`config.mk`:
```
export PLATFORM = sky130hd
export DESIGN_NAME = mybus_fifo
export DESIGN_NICKNAME = d
export VERILOG_FILES = /design/src/rtl/mybus_fifo.sv
export SDC_FILE = /design/constraint.sdc
export NUM_CORES = 1
export LEC_CHECK = 0
export BUFFER_PORTS_ARGS = -buffer_cell sky130_fd_sc_hd__buf_2
export CORE_UTILIZATION = 60
export CTS_BUF_LIST = sky130_fd_sc_hd__clkbuf_4
export CTS_CLUSTER_DIAMETER = 40
export CTS_CLUSTER_SIZE = 10
export DETAILED_ROUTE_END_ITERATION = 6
export GPL_TIMING_DRIVEN = 0
export PLACE_DENSITY = 0.93
export SLEW_MARGIN = 10
export SYNTH_ARGS = -nofsm -noshare
export SYNTH_HDL_FRONTEND = slang
export SYNTH_SLANG_ARGS = --single-unit
export TNS_END_PERCENT = 100
```
`constraint.sdc`:
```
create_clock -name clk -period 3.1 [get_ports clk]
set_clock_uncertainty 0.05 [all_clocks]
set_input_delay 0.155 -clock clk [delete_from_list [all_inputs] [get_ports clk]]
set_output_delay 0.155 -clock clk [all_outputs]
set_load 0.05 [all_outputs]
```
`src/rtl/mybus_fifo.sv`:
```
// First-word-fall-through FIFO carrying the foo payload between two valid/ready endpoints.
// Head word is shown combinationally; pushes become visible one cycle later (no bypass).
module mybus_fifo #(
  parameter int WIDTH = 4,
  parameter int DEPTH = 4
) (
  input  logic                       clk,
  input  logic                       rst,
  input  logic                       in_valid,
  output logic                       in_ready,
  input  logic [WIDTH-1:0]           in_foo,
  output logic                       out_valid,
  input  logic                       out_ready,
  output logic [WIDTH-1:0]           out_foo,
  output logic [$clog2(DEPTH+1)-1:0] count,
  output logic                       full,
  output logic                       empty
);

  localparam int AW = $clog2(DEPTH);
  localparam int CW = $clog2(DEPTH+1);

  logic [WIDTH-1:0] mem_reg [DEPTH];
  logic [AW-1:0]    wr_ptr_reg, wr_ptr_next;
  logic [AW-1:0]    rd_ptr_reg, rd_ptr_next;
  logic [CW-1:0]    count_reg, count_next;
  logic             push, pop;

  assign full      = (count_reg == CW'(DEPTH));
  assign empty     = (count_reg == '0);
  assign in_ready  = !full;
  assign out_valid = !empty;
  assign count     = count_reg;
  assign push      = in_valid && in_ready;
  assign pop       = out_valid && out_ready;

  // Forced to zero when empty so stale or never-written entries never leak out.
  assign out_foo   = empty ? '0 : mem_reg[rd_ptr_reg];

  // DEPTH is a power of two, so pointer wrap is plain binary overflow.
  always_comb begin
    wr_ptr_next = wr_ptr_reg;
    rd_ptr_next = rd_ptr_reg;
    count_next  = count_reg;
    if (push) wr_ptr_next = wr_ptr_reg + AW'(1);
    if (pop)  rd_ptr_next = rd_ptr_reg + AW'(1);
    case ({push, pop})
      2'b10:   count_next = count_reg + CW'(1);
      2'b01:   count_next = count_reg - CW'(1);
      default: count_next = count_reg;
    endcase
  end

  always_ff @(posedge clk or posedge rst) begin
    if (rst) begin
      wr_ptr_reg <= '0;
      rd_ptr_reg <= '0;
      count_reg  <= '0;
    end else begin
      wr_ptr_reg <= wr_ptr_next;
      rd_ptr_reg <= rd_ptr_next;
      count_reg  <= count_next;
    end
  end

  // Storage is left unreset; its contents are unobservable until written.
  always_ff @(posedge clk) begin
    if (push) mem_reg[wr_ptr_reg] <= in_foo;
  end

endmodule

```
==> results.md <==
Detailed routing:
- The detailed-route DRC error count is 0.
- The remaining antenna violation count after routing is 0.
- The initial detailed-routing violation count is 7.
- The routed layout has between 500 and 600 vias.
- Before antenna repair, the detailed router went through 4 iterations.
- The per-cell routed wire length is ~16 um.
- The ratio of routed vias to standard cells is roughly 5.1.
- The sum of routed wire length over all layers is between 1500 and 2000 um.

Critical path:
- The stage delay of the slowest cell on the critical path is ~440 ps.
- The type of the worst setup path is flip-flop to flip-flop.
- The maximum fanout along the worst path is 8.
- The setup slack of the worst register-to-register path is a little over 1000 ps.
- The arrival time of data at the critical path endpoint is about 2200 ps.
- The most repeated library cell on the critical path is xor2_1.
- Counting cells, the worst reg-to-reg path comes to 9.
- The worst setup path is launched from a flip-flop.
- The largest individual stage delay along the critical path comes from the cell dfrtp_1.
- The worst setup path is captured at a flip-flop.
- Walking the worst path, the cells encountered are or3_1, buf_6, and2_4, ha_1, inv_1, fa_1, xor2_1, nor2_1, xor2_1.
- The required time of the worst setup path is 3260 ps.

Global routing:
- The first global-routing pass estimated ~2700 um of wire.
- The global-route usage over all layers is a little over a fifth.
- Entering global routing, the biggest net connects 13 pins.
- The number of global-route vias before repair is 521.
- The initial antenna violation count was 0.
- Summed over all layers, the global routing overflow is 0.

Clock tree:
- The quantity of hold-fixing buffers added after cts is 1.
- In this run the number of H-tree levels came out at 1.
- The clock passes through at most 2 buffers.
- Clock tree synthesis selected as its root buffer the cell clkbuf_4.
- TritonCTS created 3 clock buffers.
- Once the clock tree was built, the resizer swapped 0 gates to a different size.
- For the worst-skew pair, the clock arrives at the later sink with an insertion delay of 310 ps.
- The CTS tree is done.
- The clock sink total is 23.
- The number of setup buffers added after CTS is 0.
- Clock-pin slew was measured on the worst setup and hold paths at roughly 120 ps.

Timing:
- Hold timing on the final database bottoms out at a slack of 3.908 ps.
- After layout, the worst path uses 67.28% of the clock period.
- The maximum clock frequency is ~0.48 GHz.
- After routing, the total negative slack on setup checks comes to 0 ps.
- The transition at the pin with the smallest max-transition slack is around 290 ps.
- Setup violations remaining at the end of the flow were counted as 0.
- The smallest clock period supported by the final layout is computed as between 2000 and 2500 ps.
- The number of endpoints with negative hold slack in the final report is 0.
- Across all setup checks in the final design, the least slack found is 1014 ps.
- Setup repair after global routing left no endpoint under its margin.
- The count of final max-slew check failures is 0.
- The max-slew headroom at the worst pin is between 80% and 90%.

Cells and area:
- The fraction of layout instances using a drive strength above 1 is 35.56%.
- The final-stage net count is 105.
- The filler cells instantiated in the layout total around 110.
- Relative to the synthesized area, the layout overhead comes to 15.31%.
- Summing all non-filler instances in the final layout gives an area of 1206 um^2.
- The repair_antennas step left the layout with diodes totalling 0.
- The flip-flop count of the largest register, all copies and words added is 16.

Place:
- In this run the tool buffered the top-level ports with 18 buffer cells.
- OpenSTA, run right after detailed placement, puts the worst setup slack at 1041 ps.
- Summed over all nets, the half-perimeter wirelength after detailed placement is roughly 1200 um.
- After detailed placement, the total cell area comes to approximately 1200 um^2.
- The global placer's final weighted congestion is just under 0.7.

Logic synthesis:
- Yosys mapped a number of flops with a built-in enable equal to 16.
- For this run, the leading register cell type out of synthesis is edfxtp_1.
- The number of nets produced by synthesis is 80.
- The average instance in the mapped netlist occupies between 15 and 20 um^2.
- Ranked by total cell area, the synthesized netlist is headed by edfxtp_1 46%, dfrtp_1 17%, mux4_2 8.6%.
- The count of warnings emitted by yosys is 0.
- The sequential share of the synthesized area is 62.68%.
- Summed over all instances, the cell type with the most area after synthesis is edfxtp_1.
- The synthesis-stage register bit count is 23.
- The most frequently used cell type in the post-synthesis netlist is edfxtp_1.
- Synthesis produced 66 cells.
- The synthesized netlist occupies a cell area of roughly 1000 um^2.
- After synthesis, the share of flip-flops with an asynchronous set or reset is between 30 and 40%.
- The share of the synthesized area in the top cell type is between 40% and 50%.
- By count the netlist is led by 16 x edfxtp_1, 9 x inv_1, 7 x and2_1, 7 x dfrtp_1, 5 x ha_1.
- The number of distinct standard cells referenced by the synthesized netlist is 19.

Run:
- Across the run, the number of max-cap violations was 0.

Status:
- The flow ran to the end, and the final reports show no timing, DRC or antenna violations.

Die:
- The initial cell density of the core is 67.09%.
- The full die area is approximately 1900 um^2.
- Row generation in the floorplan step produced 14 rows.
- The die extent in y is around 44 um.
- The die is 43.76 um wide.
- The placeable core region is 1559 um^2.
- The number of top-level pins is 19.

Worst hold path:
- Along the worst hold path, the cell count comes to 1.
- The min-delay analysis places its worst path in the category primary input to flip-flop.
## per-layer routing
metal | vias up | track usage, % | part of all wire (%)
met3 | 4 | 3.750 | 2.5
met4 | 0 | 13.13 | 2.7
met1 | 261 | 30.09 | 46
li1 | 270 | - | -
met5 | - | 0 | 0
met2 | 9 | 31.64 | 49
## through the flow
stage / util [%] / instances
final: 77.37 / 106
after CTS: 76.73 / 105
after global placement: 74.16 / 100
after floorplan: - / 66
after detailed placement: 74.16 / 100
after global routing: 77.37 / 106
## cells in the final DEF (no fill, tap or decap)
cell           netlist  final
mux2_2               1      1
and2_2               1      1
buf_6                1      1
ha_1                 5      5
mux2i_1              1      1
fa_1                 1      1
xnor2_1              3      3
buf_2                1     19
nor2b_4              1      1
or3_1                1      1
and2_4               1      1
dfrtp_1              7      7
and2_1               7      7
inv_1                9      9
nand3_1              2      2
dlygate4sd3_1        0      2
nor2_1               1      1
mux4_2               4      4
xor2_1               3      3
clkbuf_4             0      4
edfxtp_1            16     16
## critical path, delay by kind of cell (launching register included)
family / cells / cell delay [ps]
simple gates: 3 / 620
flops: 1 / 440
fa+ha+maj: 2 / 370
xor+xnor: 2 / 300
buf+inv: 2 / 210
## worst paths after layout
| kind | start | to |
|---|---|---|
| max | count[0]$_DFFE_PP0P_ | count[2]$_DFFE_PP0P_ |
| min | in_foo[0] | mem_reg[1][0]$_DFFE_PP_ |
| max reg2reg | count[0]$_DFFE_PP0P_ | count[2]$_DFFE_PP0P_ |
| min reg2reg | count[2]$_DFFE_PP0P_ | count[2]$_DFFE_PP0P_ |
| max in group asynchronous | rst | count[0]$_DFFE_PP0P_ |
| min in group asynchronous | rst | rd_ptr_reg[1]$_DFFE_PP0P_ |
## area by class of cell
type | instances | area (um^2) | share of cell area (%)
clock buffers | 4 | 30.03 | 2.490
well taps | 16 | 20.02 | 1.660
multi-input cells | 32 | 340.3 | 28.22
plain buffers | 2 | 16.27 | 1.349
repair buffers | 20 | 110.1 | 9.129
flip-flops and latches | 23 | 655.6 | 54.36
inverters | 9 | 33.78 | 2.801
## cell families (layout without fill, tap and decap cells)
group / after synthesis / in the layout / synth area share [%]
multiplexers: 6 / 6 / 10.65
adder cells (fa/ha/maj): 6 / 6 / 7.895
buffers and inverters: 11 / 35 / 4.784
flip-flops: 23 / 23 / 62.68
AND/OR/NAND/NOR: 14 / 14 / 8.971
XOR/XNOR: 6 / 6 / 5.025
Power is left out: the tool's default activity adds up to more than one toggle a clock period on the data nets, which glitch-free logic cannot reach.
